**src/rtl/adc_spi_pkg.sv**
```systemverilog
// Shared constants and state encoding for the 8-channel 12-bit ADC serial link.
// Used by the responder RTL and by benches that drive the master side.
package adc_spi_pkg;

  localparam int FRAME_BITS   = 16;
  localparam int DATA_BITS    = 12;
  localparam int NUM_CH       = 8;
  localparam int CTRL_BITS    = 8;
  localparam int ADDR_LSB_BIT = 2;

  typedef enum logic [1:0] {
    IDLE,
    LOAD,
    SHIFT,
    DONE
  } state_t;

endpackage

```
**src/rtl/adc_spi_responder_sync_edge.sv**
```systemverilog
// Multi-flop synchronizer for an asynchronous pin, plus 1-clk rise/fall
// strobes derived from the synchronized level.
module sync_edge #(
  parameter int   STAGES  = 2,
  parameter logic RST_VAL = 1'b0
) (
  input  logic clk,
  input  logic rst,
  input  logic i_d,
  output logic o_level,
  output logic o_rise,
  output logic o_fall
);

  logic [STAGES-1:0] r_sync;
  logic              r_prev;

  always_ff @(posedge clk) begin
    if (rst) begin
      r_sync <= {STAGES{RST_VAL}};
      r_prev <= RST_VAL;
    end else begin
      r_sync <= {r_sync[STAGES-2:0], i_d};
      r_prev <= r_sync[STAGES-1];
    end
  end

  assign o_level = r_sync[STAGES-1];
  assign o_rise  = o_level & ~r_prev;
  assign o_fall  = ~o_level & r_prev;

endmodule

```
**src/rtl/adc_spi_responder.sv**
```systemverilog
// ADC emulator on the slave side of the serial link: decodes the channel
// address from din and shifts the selected 12-bit value out on dout.
module adc_spi_responder
  import adc_spi_pkg::*;
#(
  parameter int         SYNC_STAGES = 2,
  parameter logic [2:0] FIRST_ADDR  = 3'd0
) (
  input  logic        clk,
  input  logic        rst,
  input  logic        cs,
  input  logic        sclk,
  input  logic        din,
  input  logic [95:0] ch_values,
  output logic        dout,
  output logic        frame_done,
  output logic [2:0]  last_addr,
  output logic        busy
);

  localparam logic [4:0] LAST_BIT = 5'(FRAME_BITS - 1);
  localparam logic [4:0] FULL_CNT = 5'(FRAME_BITS);
  localparam logic [4:0] CTRL_CNT = 5'(CTRL_BITS);
  localparam int         ADD_MSB  = CTRL_BITS - 1 - ADDR_LSB_BIT;

  logic w_cs_lvl, w_cs_rise, w_cs_fall;
  logic w_sclk_lvl, w_sclk_rise, w_sclk_fall;
  logic w_din_lvl, w_din_rise, w_din_fall;
  logic w_unused;

  sync_edge #(.STAGES(SYNC_STAGES), .RST_VAL(1'b1)) u_cs (
    .clk(clk), .rst(rst), .i_d(cs),
    .o_level(w_cs_lvl), .o_rise(w_cs_rise), .o_fall(w_cs_fall)
  );

  sync_edge #(.STAGES(SYNC_STAGES), .RST_VAL(1'b0)) u_sclk (
    .clk(clk), .rst(rst), .i_d(sclk),
    .o_level(w_sclk_lvl), .o_rise(w_sclk_rise), .o_fall(w_sclk_fall)
  );

  sync_edge #(.STAGES(SYNC_STAGES), .RST_VAL(1'b0)) u_din (
    .clk(clk), .rst(rst), .i_d(din),
    .o_level(w_din_lvl), .o_rise(w_din_rise), .o_fall(w_din_fall)
  );

  assign w_unused = &{1'b0, w_sclk_lvl, w_din_rise, w_din_fall};

  state_t                r_state;
  logic [FRAME_BITS-1:0] r_shift;
  logic [CTRL_BITS-1:0]  r_ctrl;
  logic [4:0]            r_bit_cnt;
  logic [2:0]            r_next_addr;
  logic [2:0]            r_last_addr;
  logic                  r_dout;
  logic                  r_done;
  logic                  r_busy;
  logic [2:0]            w_add;
  logic [DATA_BITS-1:0]  w_sel;

  // Control bits shift in MSB-first, so the first bit ends up at the top.
  assign w_add = r_ctrl[ADD_MSB -: 3];
  assign w_sel = ch_values[DATA_BITS*r_next_addr +: DATA_BITS];

  always_ff @(posedge clk) begin
    if (rst) begin
      r_state     <= IDLE;
      r_shift     <= '0;
      r_ctrl      <= '0;
      r_bit_cnt   <= '0;
      r_next_addr <= FIRST_ADDR;
      r_last_addr <= '0;
      r_dout      <= 1'b0;
      r_done      <= 1'b0;
      r_busy      <= 1'b0;
    end else begin
      r_done <= 1'b0;
      unique case (r_state)
        IDLE: begin
          r_dout <= 1'b0;
          r_busy <= 1'b0;
          if (w_cs_fall) r_state <= LOAD;
        end
        LOAD: begin
          r_shift   <= {{(FRAME_BITS-DATA_BITS){1'b0}}, w_sel};
          r_ctrl    <= '0;
          r_bit_cnt <= '0;
          r_dout    <= 1'b0;
          r_busy    <= 1'b1;
          r_state   <= SHIFT;
          if (w_cs_rise) begin
            r_busy  <= 1'b0;
            r_state <= IDLE;
          end
        end
        SHIFT: begin
          if (w_sclk_rise && r_bit_cnt != FULL_CNT) begin
            if (r_bit_cnt < CTRL_CNT)
              r_ctrl <= {r_ctrl[CTRL_BITS-2:0], w_din_lvl};
            r_bit_cnt <= r_bit_cnt + 5'd1;
          end
          if (w_sclk_fall && r_bit_cnt != 5'd0 && r_bit_cnt != FULL_CNT) begin
            r_shift <= {r_shift[FRAME_BITS-2:0], 1'b0};
            r_dout  <= r_shift[FRAME_BITS-2];
          end
          // A 16th rise completes the frame even if cs rises in the same clk.
          if (w_sclk_rise && r_bit_cnt == LAST_BIT) begin
            r_state     <= DONE;
            r_done      <= 1'b1;
            r_next_addr <= w_add;
            r_last_addr <= w_add;
          end else if (w_cs_rise) begin
            r_state <= IDLE;
            r_dout  <= 1'b0;
            r_busy  <= 1'b0;
          end
        end
        DONE: begin
          if (w_cs_lvl) begin
            r_state <= IDLE;
            r_dout  <= 1'b0;
            r_busy  <= 1'b0;
          end else begin
            r_state <= LOAD;
          end
        end
        default: r_state <= IDLE;
      endcase
    end
  end

  assign dout       = r_dout;
  assign frame_done = r_done;
  assign last_addr  = r_last_addr;
  assign busy       = r_busy;

endmodule
```
**config.mk**
```make
export PLATFORM = sky130hd
export DESIGN_NAME = adc_spi_responder
export DESIGN_NICKNAME = d
export VERILOG_FILES = /design/src/rtl/adc_spi_pkg.sv /design/src/rtl/adc_spi_responder_sync_edge.sv /design/src/rtl/adc_spi_responder.sv
export SDC_FILE = /design/constraint.sdc
export NUM_CORES = 1
export LEC_CHECK = 0
export CAP_MARGIN = 0
export CORE_MARGIN = 4
export CORE_UTILIZATION = 44
export DETAILED_ROUTE_END_ITERATION = 12
export PLACE_DENSITY_LB_ADDON = 0.2
export SKIP_LAST_GASP = 1
export SYNTH_ARGS = -nofsm -noshare
export SYNTH_HDL_FRONTEND = slang
export SYNTH_SLANG_ARGS = --single-unit
```
**constraint.sdc**
```tcl
create_clock -name clk -period 2.2 [get_ports clk]
set_input_delay 0.44 -clock clk [delete_from_list [all_inputs] [get_ports clk]]
set_output_delay 0.44 -clock clk [all_outputs]
set_load 0.02 [all_outputs]
```
==> flow_summary.yaml, run 1 <==
run_status:
  run_status: "finished clean"
floorplanning:
  initial_core_utilization_pct: 46.64
  fp.dieW_um: 85.33
  die-area_um2: 7281
  floorplan.die.height_um: 85.33
  row_count: 27
  io-pin-count: 107
  core_area_um2: 5642
logic_synthesis:
  yosys.area.top_type_share_pct: 31.95
  synthCells: 269
  syn-mean-instance-area_um2: 9.782
  count_of_synthesis_stage_warnings_from_yosys: 0
  syn-num-nets: 378
  synth_area_leaders: "sky130_fd_sc_hd__dfxtp_1 (32%), sky130_fd_sc_hd__mux4_2 (14%), sky130_fd_sc_hd__mux2i_1 (7.2%), sky130_fd_sc_hd__a21oi_1 (5.5%), sky130_fd_sc_hd__a221oi_2 (4.0%)"
  count_of_different_cell_masters_after_synthesis: 44
  share_of_synthesized_flip_flops_with_an_asynchronous_set_or_reset_pct: 0
  synth_sequential_area_ratio_pct: 31.95
  synth-edff-count: 0
  synth.largest_area_cell: "sky130_fd_sc_hd__dfxtp_1"
  ys_seq_elements: 42
  syn-cell-area_um2: 2631
  yosysMostFrequentCell: "sky130_fd_sc_hd__dfxtp_1"
  synth_flop_cell: "sky130_fd_sc_hd__dfxtp_1"
  yosys-top-cells-count: "sky130_fd_sc_hd__dfxtp_1 (42), sky130_fd_sc_hd__a21oi_1 (29), sky130_fd_sc_hd__nand2_1 (24)"
global_routing:
  number_of_global_route_vias_before_repair: 2536
  grt_antenna_before_repair: 0
  grt_max_degree: 25
  globalRouteTotalUtil_pct: 19.54
  wire_length_of_the_first_global_routing_pass_um: 11680
  globalRouteOverflowTotal: 0
sta:
  report.final.setup_viol: 0
  slew_violations: 0
  clock.fmax_ghz: 0.5110
  report.final.hold_viol_count: 0
  slew_headroom_pct: 59.65
  fin_setup_tns_ns: 0
  worst-slew-pin-transition_ns: 0.6030
  final_period_minus_worst_setup_slack_ns: 1.957
  finalClockSkew_ns: 0.01161
  rsz_0062_raised_after_global_routing: "false"
  layout_worst_path_cycle_share_pct: 88.96
clock_tree:
  clockRootBuffer: "sky130_fd_sc_hd__clkbuf_8"
  clk_latency_ns: 0.30
  ctsHtreeMaxLevel: 2
  post_cts.repair.setup_buffers: 0
  cts_tree: "built"
  cts_inserted_buffers: 5
  clock_path_buffers: 2
  clk_pin_slew_worst_setup_hold_paths_ns: 0.09
  cts.sinks: 42
  cts_hold_buf: 0
  cts_resized: 0
detailed_routing:
  avg_wl_per_cell_um: 16.15
  drc_errors: 0
  via_per_inst: 5.560
  vias_after_detailed_routing: 2491
  detailedRoute.firstPassIterationCount: 4
  antenna_left: 0
  drt-initial-drc-count: 156
  post_detailed_routing_wire_length_um: 7235
setup_path:
  timing.critical_path.to_type: "primary output"
  critical_path_maximum_fanout: 16
  critical_path.startpoint_type: "flop"
  timing.critical_path.arrival_ns: 1.52
  worst_ep_required_time_ns: 1.76
  worst-setup-path-type: "reg -> out"
power:
  cellLeakagePower_nw: 1.343
  ir_drop_mv: 0.3056
  cellPowerDensity_nw_per_um2: 492.9
finish:
  post-route-cell-area_um2: 3891
  area_growth_syn_to_layout_pct: 47.88
  multi_input_area_um2: 1657
  drive_gt1_share_pct: 15.96
  filler_cell_count_in_the_final_layout: 441
  antenna_cells: 0
  regArea_um2: 840.8
  final_nets: 484
placed_design:
  place_area_um2: 3797
  dpl.hpwl_um: 5793
  port_buffers: 106
  globalplace.congestion: 0.8944
run:
  maxCapViolations: 0
hold_path:
  type_of_the_worst_min_delay_path: "reg -> reg"
==> area by class of cell <==
cell class | instances | area share, %
Sequential cell | 42 | 21.61
Multi-Input combinational cell | 199 | 42.57
Timing Repair Buffer | 118 | 30.23
Tap cell | 72 | 2.315
Clock buffer | 5 | 1.768
Inverter | 9 | 0.8682
Clock inverter | 3 | 0.6431
==> kinds of logic after synthesis <==
family                   share of synthesized area [%]
multiplexers                                     24.77
buffers and inverters                            5.088
flip-flops                                       31.95
adder cells (fa/ha/maj)                          3.804
XOR/XNOR                                        0.3329
AND/OR/NAND/NOR                                  15.98
AO/OA/AOI/OAI                                    18.07
==> stage by stage <==
stage               utilization (%)  setup WS [ns]  power [mW]  hold WS, ns  instances
global placement              67.31         0.3411       1.393       0.3910        440
CTS                           68.97         0.2220       1.929       0.4154        448
detailed placement            67.31         0.3378       1.409       0.3933        440
floorplan                         -         0.4446       1.149       0.3895        269
finish                        68.97         0.2429       1.918       0.4139        448
global route                  68.97         0.1428       2.014       0.4319        448
==> registers in the layout (all words and copies together) (netlist names) <==
signal	count
busy	1
dout	1
frame_done	1
last_addr	3
r_bit_cnt	5
r_ctrl	6
r_shift	15
r_state	2
u_cs.r_prev	1
u_cs.r_sync	2
u_din.r_sync	2
u_sclk.r_prev	1
u_sclk.r_sync	2
==> layout by cell type, fill, tap and decap left out, drive strengths merged, types with 9 or more instances in the layout <==
cell / synthesis / layout
a21oi: 29 / 29
a221oi: 16 / 16
buf: 11 / 12
clkdlybuf4s50: 0 / 106
dfxtp: 42 / 42
inv: 8 / 9
mux2: 9 / 9
mux2i: 19 / 19
mux4: 16 / 16
nand2: 24 / 24
nor2: 23 / 23
==> report_power, final <==
group	leakage (nW)	total, mW	switching, mW	internal, mW
Combinational	0.957	0.557	0.248	0.309
Sequential	0.341	0.839	0.0324	0.806
Clock	0.0447	0.523	0.294	0.229
Total	1.34	1.92	0.574	1.34
==> final timing paths <==
| check | start | to | slack [ns] | cells after the start |
|---|---|---|---|---|
| setup / recovery | last_addr[1]$_SDFFE_PP0P_ | last_addr[1] | 0.24 | 2 |
| hold / removal | u_cs.r_sync[0]$_SDFF_PP1_ | u_cs.r_sync[1]$_SDFF_PP1_ | 0.41 | 1 |
| setup reg to reg | r_bit_cnt[0]$_SDFFE_PP0P_ | r_shift[6]$_SDFFE_PP0P_ | 0.32 | 6 |
| hold reg to reg | u_cs.r_sync[0]$_SDFF_PP1_ | u_cs.r_sync[1]$_SDFF_PP1_ | 0.41 | 1 |
==> layer usage <==
metal  up-vias  wire length (um)  track usage (%)
li1       1219                 -                -
met1      1165              2778            23.05
met2        99              3928            36.37
met3         8               475            4.369
met4         0                54            3.309
met5         -                 0                0
==> worst max-delay path, cell delays in order (launching register included) <==
cell                              delay, ns
sky130_fd_sc_hd__dfxtp_1               0.40
sky130_fd_sc_hd__buf_12                0.19
sky130_fd_sc_hd__clkdlybuf4s50_1       0.63
No activity file was read; power rests on OpenSTA's default activity.
==> run 2: changes to the inputs <==
- GPL_TIMING_DRIVEN: default -> 1
- SKIP_CTS_REPAIR_TIMING: default -> 1
- clock period: 2.2 -> 2.1 ns (I/O delays scaled with it)
==> run 2 against run 1 <==
Die area unchanged. Via count increased by 2.3%. Largest power group unchanged. Highest routed layer unchanged. Cell area about the same. Critical path type is now reg -> reg. Critical path depth increased by 4. Critical endpoint is now r_state[1]$_SDFFE_PP0P_. Clock power about the same. First-iteration DRC count increased by 37%. Sequential share of layout area about the same. Hold slack got worse by 0.0027 ns. Clock-buffer cell count unchanged.
==> flow_summary.yaml, run 2 (synthesis results as in run 1) <==
run_status:
  run_status: "finished clean"
setup_path:
  cp-startpoint: "r_state[0]$_SDFFE_PP0P_"
  critical_path_maximum_fanout: 9
  crit_path_cell_trace: "inv_1 > ha_1 > buf_4 > a211oi_1 > nor2_1 > o41ai_1"
  worst-setup-path-type: "reg -> reg"
  timing.critical_path.to_type: "flop"
  timing.critical_path.arrival_ns: 2.13
  worst_path_max_delay_cell: "sky130_fd_sc_hd__a211oi_1"
  worst_path_largest_cell_delay_ns: 0.41
  worst_ep_required_time_ns: 2.30
  crit-reg2reg-launch: "r_state[0]$_SDFFE_PP0P_"
  critical_path.startpoint_type: "flop"
detailed_routing:
  drc_errors: 0
  detailedRoute.firstPassIterationCount: 4
  vias_after_detailed_routing: 2549
  drt-initial-drc-count: 213
  avg_wl_per_cell_um: 16.39
  antenna_left: 0
  post_detailed_routing_wire_length_um: 7392
  via_per_inst: 5.652
clock_tree:
  clk_pin_slew_worst_setup_hold_paths_ns: 0.08
  cts_inserted_buffers: 5
  clock_path_buffers: 2
  clockRootBuffer: "sky130_fd_sc_hd__clkbuf_8"
  clk_latency_ns: 0.30
  ctsHtreeMaxLevel: 2
  cts_tree: "built"
  cts.sinks: 42
floorplanning:
  initial_core_utilization_pct: 46.64
  fp.dieW_um: 85.33
  floorplan.die.height_um: 85.33
  io-pin-count: 107
  row_count: 27
  core_area_um2: 5642
  die-area_um2: 7281
placed_design:
  globalplace.congestion: 0.7838
  dpl.hpwl_um: 6072
  port_buffers: 106
finish:
  area_growth_syn_to_layout_pct: 47.79
  filler_cell_count_in_the_final_layout: 461
  top_register: "r_shift"
  leading_cell_type_in_the_layout_fill_and_taps_excluded: "sky130_fd_sc_hd__clkdlybuf4s50_1"
  drive_gt1_share_pct: 16.89
  top_regs: "r_shift (15), r_ctrl (6), r_bit_cnt (5)"
  largest_reg_flops: 15
  antenna_cells: 0
  layout_common_cells: "sky130_fd_sc_hd__clkdlybuf4s50_1 (106), sky130_fd_sc_hd__dfxtp_1 (42), sky130_fd_sc_hd__a21oi_1 (29)"
  final_nets: 487
power:
  total_power_mw: 1.986
  cellLeakagePower_nw: 1.353
  cellPowerDensity_nw_per_um2: 510.7
  ir_drop_mv: 0.3490
hold_path:
  type_of_the_worst_min_delay_path: "reg -> reg"
  timing.hold.worst.start: "u_cs.r_sync[0]$_SDFF_PP1_"
sta:
  worst-slew-pin-transition_ns: 0.7525
  clock.fmax_ghz: 0.5192
  report.final.setup_viol: 0
  fin_setup_tns_ns: 0
  final_period_minus_worst_setup_slack_ns: 1.926
  finalClockSkew_ns: 0.005002
  slew_violations: 0
  rsz_0062_raised_after_global_routing: "false"
  slew_headroom_pct: 49.70
  layout_worst_path_cycle_share_pct: 91.71
  report.final.hold_viol_count: 0
global_routing:
  grt_max_degree: 21
  globalRouteTotalUtil_pct: 20.25
  number_of_global_route_vias_before_repair: 2547
  grt_antenna_before_repair: 0
  globalRouteOverflowTotal: 0
  wire_length_of_the_first_global_routing_pass_um: 11990
run:
  maxCapViolations: 0
run 2: cell types whose count changed in the layout (fill, tap and decap cells not counted):
cell,change
sky130_fd_sc_hd__buf_12,-2
sky130_fd_sc_hd__buf_4,+5
sky130_fd_sc_hd__clkinv_2,+1
sky130_fd_sc_hd__inv_6,-1
sky130_fd_sc_hd__o21ai_1,-1
sky130_fd_sc_hd__o21ai_2,+1
run 2: path summary, 6_finish.rpt:
check | slack [ns] | to | cells after the start
setup reg to reg | 0.17 | r_state[1]$_SDFFE_PP0P_ | 6
hold / removal | 0.41 | u_cs.r_sync[1]$_SDFF_PP1_ | 1
hold reg to reg | 0.41 | u_cs.r_sync[1]$_SDFF_PP1_ | 1
setup / recovery | 0.17 | r_state[1]$_SDFFE_PP0P_ | 6
run 2: where the power goes:
| group | switching, mW | internal [mW] |
|---|---|---|
| Combinational | 0.265 | 0.324 |
| Sequential | 0.0327 | 0.844 |
| Clock | 0.287 | 0.233 |
run 2: stage by stage:
| stage | area (um2) | cells | setup slack (ns) | util [%] | hold WS (ns) |
|---|---|---|---|---|---|
| after floorplan | 2631 | 269 | 0.3446 | - | 0.3895 |
| after CTS | 3885 | 451 | 0.1881 | 68.86 | 0.4137 |
| final | 3889 | 451 | 0.1741 | 68.93 | 0.4113 |
| after detailed placement | 3795 | 443 | 0.2095 | 67.27 | 0.3932 |
| after global routing | 3889 | 451 | 0.03601 | 68.93 | 0.4387 |
| after global placement | 3795 | 443 | 0.2521 | 67.27 | 0.3917 |
run 2: metal layers:
metal / part of all wire [%] / vias up / global-route usage [%]
met5: 0 / - / 0
met4: 1.9 / 0 / 6.763
met3: 7.1 / 16 / 5.049
met2: 52 / 96 / 36.16
met1: 39 / 1210 / 23.48
li1: - / 1227 / -
run 2: area by class of cell:
cell class / instances / area, um2 / share of cell area [%]
Timing Repair Buffer: 121 / 1174 / 30.18
Multi-Input combinational cell: 199 / 1660 / 42.70
Tap cell: 72 / 90.09 / 2.317
Inverter: 9 / 33.78 / 0.8687
Sequential cell: 42 / 840.8 / 21.62
Clock inverter: 3 / 21.27 / 0.5470
Clock buffer: 5 / 68.82 / 1.770
run 2: critical path: cells and delay by family (launching register included):
family | cells | cell delay, ns
AOI/OAI and AO/OA | 2 | 0.70
DFF | 1 | 0.38
buffers and inverters | 2 | 0.32
adders and majority gates | 1 | 0.32
and+or+nand+nor | 1 | 0.10
